File: src/rtl/cordic_sequencer.sv
// Sequencer that feeds one sample at a time to a serial CORDIC engine and buffers
// its results in a two-entry FIFO. It also raises sticky timeout and mode-mismatch flags.
module cordic_sequencer #(
    parameter int TIMEOUT    = 32,
    parameter int FIFO_DEPTH = 2
) (
    input  logic        clk,
    input  logic        rst,
    input  logic        s_valid,
    output logic        s_ready,
    input  logic [15:0] s_x,
    input  logic [15:0] s_y,
    input  logic [15:0] s_z,
    input  logic        s_mode,
    output logic [15:0] c_xi,
    output logic [15:0] c_yi,
    output logic [15:0] c_zi,
    output logic        c_mi,
    output logic        c_load,
    input  logic [15:0] c_xo,
    input  logic [15:0] c_yo,
    input  logic [15:0] c_zo,
    input  logic        c_mo,
    input  logic        c_rdy,
    output logic        m_valid,
    input  logic        m_ready,
    output logic [15:0] m_x,
    output logic [15:0] m_y,
    output logic [15:0] m_z,
    output logic        m_mode,
    output logic        busy,
    output logic        timeout_err,
    output logic        mode_err,
    input  logic        clr_err
);

    localparam logic [1:0] ST_IDLE = 2'd0;
    localparam logic [1:0] ST_LOAD = 2'd1;
    localparam logic [1:0] ST_WAIT = 2'd2;

    logic [1:0]  state_reg, state_next;
    logic [7:0]  cnt_reg, cnt_next;
    logic [1:0]  fifo_count_reg, fifo_count_next;
    logic [48:0] head_reg, head_next;
    logic [48:0] tail_reg, tail_next;
    logic [15:0] xi_reg, yi_reg, zi_reg;
    logic        mi_reg;
    logic        load_reg;
    logic        terr_reg, merr_reg;

    logic        accept;
    logic        push;
    logic        pop;
    logic        tset;
    logic        mset;
    logic [48:0] push_data;

    assign s_ready   = (state_reg == ST_IDLE) && (fifo_count_reg < 2'(FIFO_DEPTH));
    assign accept    = s_valid & s_ready;
    assign push      = (state_reg == ST_WAIT) & c_rdy;
    // A response in the final WAIT cycle beats the timeout.
    assign tset      = (state_reg == ST_WAIT) & ~c_rdy & (cnt_reg == 8'(TIMEOUT - 1));
    assign mset      = push & (c_mo != mi_reg);
    assign pop       = m_valid & m_ready;
    assign push_data = {c_xo, c_yo, c_zo, mi_reg};

    always_comb begin
        state_next = state_reg;
        cnt_next   = cnt_reg;
        case (state_reg)
            ST_IDLE: begin
                if (accept) begin
                    state_next = ST_LOAD;
                end
            end
            ST_LOAD: begin
                state_next = ST_WAIT;
                cnt_next   = 8'd0;
            end
            ST_WAIT: begin
                if (c_rdy || tset) begin
                    state_next = ST_IDLE;
                end else begin
                    cnt_next = cnt_reg + 8'd1;
                end
            end
            default: state_next = ST_IDLE;
        endcase
    end

    // The head register drives m_* directly, so it keeps its last value once drained.
    always_comb begin
        head_next       = head_reg;
        tail_next       = tail_reg;
        fifo_count_next = fifo_count_reg;
        if (push && pop) begin
            if (fifo_count_reg == 2'd1) begin
                head_next = push_data;
            end else begin
                head_next = tail_reg;
                tail_next = push_data;
            end
        end else if (push) begin
            if (fifo_count_reg == 2'd0) begin
                head_next = push_data;
            end else begin
                tail_next = push_data;
            end
            fifo_count_next = fifo_count_reg + 2'd1;
        end else if (pop) begin
            if (fifo_count_reg == 2'd2) begin
                head_next = tail_reg;
            end
            fifo_count_next = fifo_count_reg - 2'd1;
        end
    end

    always_ff @(posedge clk or negedge rst) begin
        if (!rst) begin
            state_reg      <= ST_IDLE;
            cnt_reg        <= 8'd0;
            fifo_count_reg <= 2'd0;
            head_reg       <= '0;
            tail_reg       <= '0;
            xi_reg         <= 16'd0;
            yi_reg         <= 16'd0;
            zi_reg         <= 16'd0;
            mi_reg         <= 1'b0;
            load_reg       <= 1'b0;
            terr_reg       <= 1'b0;
            merr_reg       <= 1'b0;
        end else begin
            state_reg      <= state_next;
            cnt_reg        <= cnt_next;
            fifo_count_reg <= fifo_count_next;
            head_reg       <= head_next;
            tail_reg       <= tail_next;
            load_reg       <= accept;
            if (accept) begin
                xi_reg <= s_x;
                yi_reg <= s_y;
                zi_reg <= s_z;
                mi_reg <= s_mode;
            end
            if (tset) begin
                terr_reg <= 1'b1;
            end else if (clr_err) begin
                terr_reg <= 1'b0;
            end
            if (mset) begin
                merr_reg <= 1'b1;
            end else if (clr_err) begin
                merr_reg <= 1'b0;
            end
        end
    end

    assign c_xi        = xi_reg;
    assign c_yi        = yi_reg;
    assign c_zi        = zi_reg;
    assign c_mi        = mi_reg;
    assign c_load      = load_reg;
    assign m_valid     = (fifo_count_reg != 2'd0);
    assign {m_x, m_y, m_z, m_mode} = head_reg;
    assign busy        = (state_reg == ST_LOAD) || (state_reg == ST_WAIT);
    assign timeout_err = terr_reg;
    assign mode_err    = merr_reg;

endmodule

File: config.mk
export PLATFORM = sky130hd
export DESIGN_NAME = cordic_sequencer
export DESIGN_NICKNAME = d
export VERILOG_FILES = /design/src/rtl/cordic_sequencer.sv
export SDC_FILE = /design/constraint.sdc
export NUM_CORES = 1
export LEC_CHECK = 0
export BUFFER_PORTS_ARGS = -buffer_cell sky130_fd_sc_hd__buf_2
export CORE_MARGIN = 3
export CORE_UTILIZATION = 30
export CTS_CLUSTER_DIAMETER = 30
export DETAILED_ROUTE_END_ITERATION = 8
export GPL_TIMING_DRIVEN = 0
export PLACE_DENSITY = 0.62
export SLEW_MARGIN = 20
export SYNTH_ARGS = -nofsm -noshare
export SYNTH_HDL_FRONTEND = slang
export SYNTH_SLANG_ARGS = --single-unit
File: constraint.sdc
create_clock -name clk -period 3 [get_ports clk]
set_clock_uncertainty 0.2 [all_clocks]
set_input_delay 0.6 -clock clk [delete_from_list [all_inputs] [get_ports clk]]
set_output_delay 0.6 -clock clk [all_outputs]
set_load 0.1 [all_outputs]
==> parameters.txt <==
Parameter                              Value

Run status
  Status    finished, final reports clean

Placed design
  Final HPWL DP    12260 µm
  Port bufs    207
  Cell area after placement    0.008303 mm²
  Cell total after placement    1100
  Global placement routability congestion    0.7571
  Pre-CTS setup slack    235.7 ps

Global routing
  Grt total ovfl    0
  First-pass GRT wire length    27490 µm
  Most used routing layer    met2
  Number of antenna violations at the first check in global routing    1
  Met3 capacity usage during global routing    5.582%
  Met1 track demand over resource in global routing    17.76%
  Via count of the first global-routing pass    5278
  Met2 demand-to-capacity share in global routing    23.14%
  Largest net degree at the start of global routing    93
  Gr usage total    14.13%

Drt
  Total DRC errors in the routed layout    0
  Post-DR wirelength/cell    15.12 µm
  Number of antenna-violating nets in the routed design    0
  Total routed wirelength    17130 µm
  Total via count after detailed routing    5066
  1st-pass router iterations    4
  Initial detailed-routing violation count    179
  Vias per cell    4.471

Floorplanning
  Area of the placeable core    0.02216 mm²
  Height of the die    157.4 µm
  Die width    157.4 µm
  Num rows    54
  Starting density of the core    31.04%
  Overall die area    0.02478 mm²
  Number of top-level design ports    208

Worst setup path
  Setup slack, reg-to-reg    340 ps
  Launching point of the worst reg2reg path    state_reg[0]
  Destination of the worst register-to-register timing path    head_reg[43]
  Highest-delay cell along the critical path    a221oi_4
  Type of origin of the critical path    flip-flop
  Critical Path, Cell by Cell    inv_1 -> ha_1 -> nand2_2 -> inv_2 -> ha_1 -> a221oi_4 -> buf_6 -> buf_6 -> a21oi_1
  R2r worst-path depth    9
  Worst setup path category    reg -> reg
  Largest stage delay on the critical path    590 ps
  Max FO, Critical Path    10
  Start point of the critical path    state_reg[0]
  Crit path arrival time    2750 ps
  Required time of the worst setup path    3090 ps
  CP Capture Type    flip-flop
  Critical path capture point    head_reg[43]

STA
  RSZ-0062 raised after global routing    no
  Final TNS setup    0 ps
  Final Hold Violating Endpoints    0
  Worst relative slew slack    59.64%
  Final setup violation count    0
  Worst path setup slack after routing    343.1 ps
  Worst Tran Pin Value    605.3 ps
  Pins Over Slew Limit    0
  Max Clock Freq    0.3764 GHz
  Final critical-path share of the clock period    88.56%
  Post-layout minimum cycle time    2657 ps

Clock tree
  Clock network latency to the later pin of the worst-skew pair    410 ps
  Clk buf depth    2
  Post-CTS Setup Inserts    0
  Clock Tree Root    clkbuf_16
  Level count of the clock H-tree    4
  Post-CTS clock slew at the launch and capture registers of the worst setup and hold paths    70 ps
  Inserted Clock Buffers    17
  Post_cts resized    0
  Clock sinks    162
  Hold-fix buffers, CTS    1
  CTS tree    built

Logic synthesis
  Total number of yosys warnings    0
  Area share of the leading cell type in the synthesized netlist    58.93%
  Netlist Area Pre-Place    0.006879 mm²
  Net count after synthesis    727
  Instance count of the mapped netlist    612
  Sequential area share after synthesis    58.93%
  Area contributors post-synth    dfrtp_1 (59%), nand2_1 (8.7%), mux2_2 (8.3%), mux2i_1 (7.7%), a21oi_1 (2.9%)
  Average instance area after synthesis    11.24 µm²
  Yosys cell types    34
  Synth Register Bits    162
  Leading area contributor after synthesis    dfrtp_1

Final layout
  Top library cells by usage in the layout, fill and taps aside    buf_2 (216), dfrtp_1 (162), nand2_1 (159)
  Final Net Count    955
  Cell area after layout    0.008947 mm²
  Non-filler cells in the finished layout    1133
  Filler Cells Inserted    2232
  Register area    0.004054 mm²
  Area of the multi-input gates    0.002565 mm²
  Growth of design area from synthesis to finish    30.07%
  Leading cell type in the layout, fill and taps excluded    buf_2
  Fraction of final layout cells sized beyond drive strength 1    38.38%

Job
  Max capacitance violation total    0

Worst hold path
  Min-Delay Path Class    in -> reg
  Worst hold path stage count    3
==> logic make-up (layout without fill, tap and decap cells) <==
kind of cell	Yosys count	count (layout)	share of synthesized area, %
adder cells (fa/ha/maj)	11	11	2.001
multiplexers	104	104	16.06
other	0	1	0
buffers and inverters	42	282	3.783
AO/OA/AOI/OAI	61	61	5.638
flip-flops	162	162	58.93
AND/OR/NAND/NOR	228	228	13.08
XOR/XNOR	4	4	0.5094
==> stage by stage <==
| stage | utilization (%) | hold WS (ps) |
|---|---|---|
| after CTS | 40.36 | 140.8 |
| after global routing | 40.36 | 139.0 |
| after global placement | 37.30 | 252.8 |
| final | 40.37 | 164.2 |
| after floorplan | - | 104.4 |
| after detailed placement | 37.47 | 257.3 |
==> worst min-delay path by stage <==
stage | endpoint | slack, ps | startpoint
6_report | c_xi[10] | 160 | s_x[10]
5_1_grt | c_xi[10] | 140 | s_x[10]
4_1_cts | c_xi[3] | 140 | s_x[3]
3_5_place_dp | c_yi[9] | 260 | c_yi[9]
3_3_place_gp | c_zi[6] | 250 | c_zi[6]
2_1_floorplan | c_load | 100 | rst
==> per-layer routing <==
layer | part of all wire, % | routed length (µm)
met1 | 44 | 7456
met2 | 47 | 8037
met5 | 0.076 | 13
met4 | 0.81 | 138
met3 | 8.6 | 1480
==> cell usage after synthesis <==
cell type,n
buf_4,1
dfrtp_1,162
xnor2_1,3
nor3_1,1
nor2b_1,3
nand3b_1,1
nand2_1,159
nand4_1,5
nor2_1,51
clkbuf_1,9
inv_2,2
a21oi_2,10
o21ai_1,1
nand3_1,1
o21ai_0,3
buf_2,10
o21a_1,2
xor2_1,1
a22o_1,1
buf_6,10
o2bb2ai_1,1
nand2b_1,2
mux2_2,51
inv_1,9
a31o_2,1
and3_1,2
ha_1,11
buf_8,1
mux2i_1,53
o211ai_2,1
a21oi_1,40
nand2_2,1
a221oi_4,1
or3_1,2
==> cell type report <==
| class | instances | share of cell area (%) |
|---|---|---|
| repair buffers | 209 | 12.11 |
| flip-flops and latches | 162 | 45.31 |
| well taps | 280 | 3.916 |
| diodes | 1 | 0.02797 |
| multi-input cells | 408 | 28.67 |
| plain buffers | 31 | 2.447 |
| clock buffers | 20 | 5.104 |
| clock inverters | 11 | 1.958 |
| inverters | 11 | 0.4615 |
==> critical path, delay by kind of cell, from the launching register on <==
family | cells | cell delay [ps]
AOI/OAI and AO/OA | 2 | 670
buffers and inverters | 4 | 570
adders and majority gates | 2 | 490
DFF | 1 | 390
and+or+nand+nor | 1 | 200
Power is left out: the tool's default activity adds up to more than one toggle a clock period on the data nets, which glitch-free logic cannot reach.
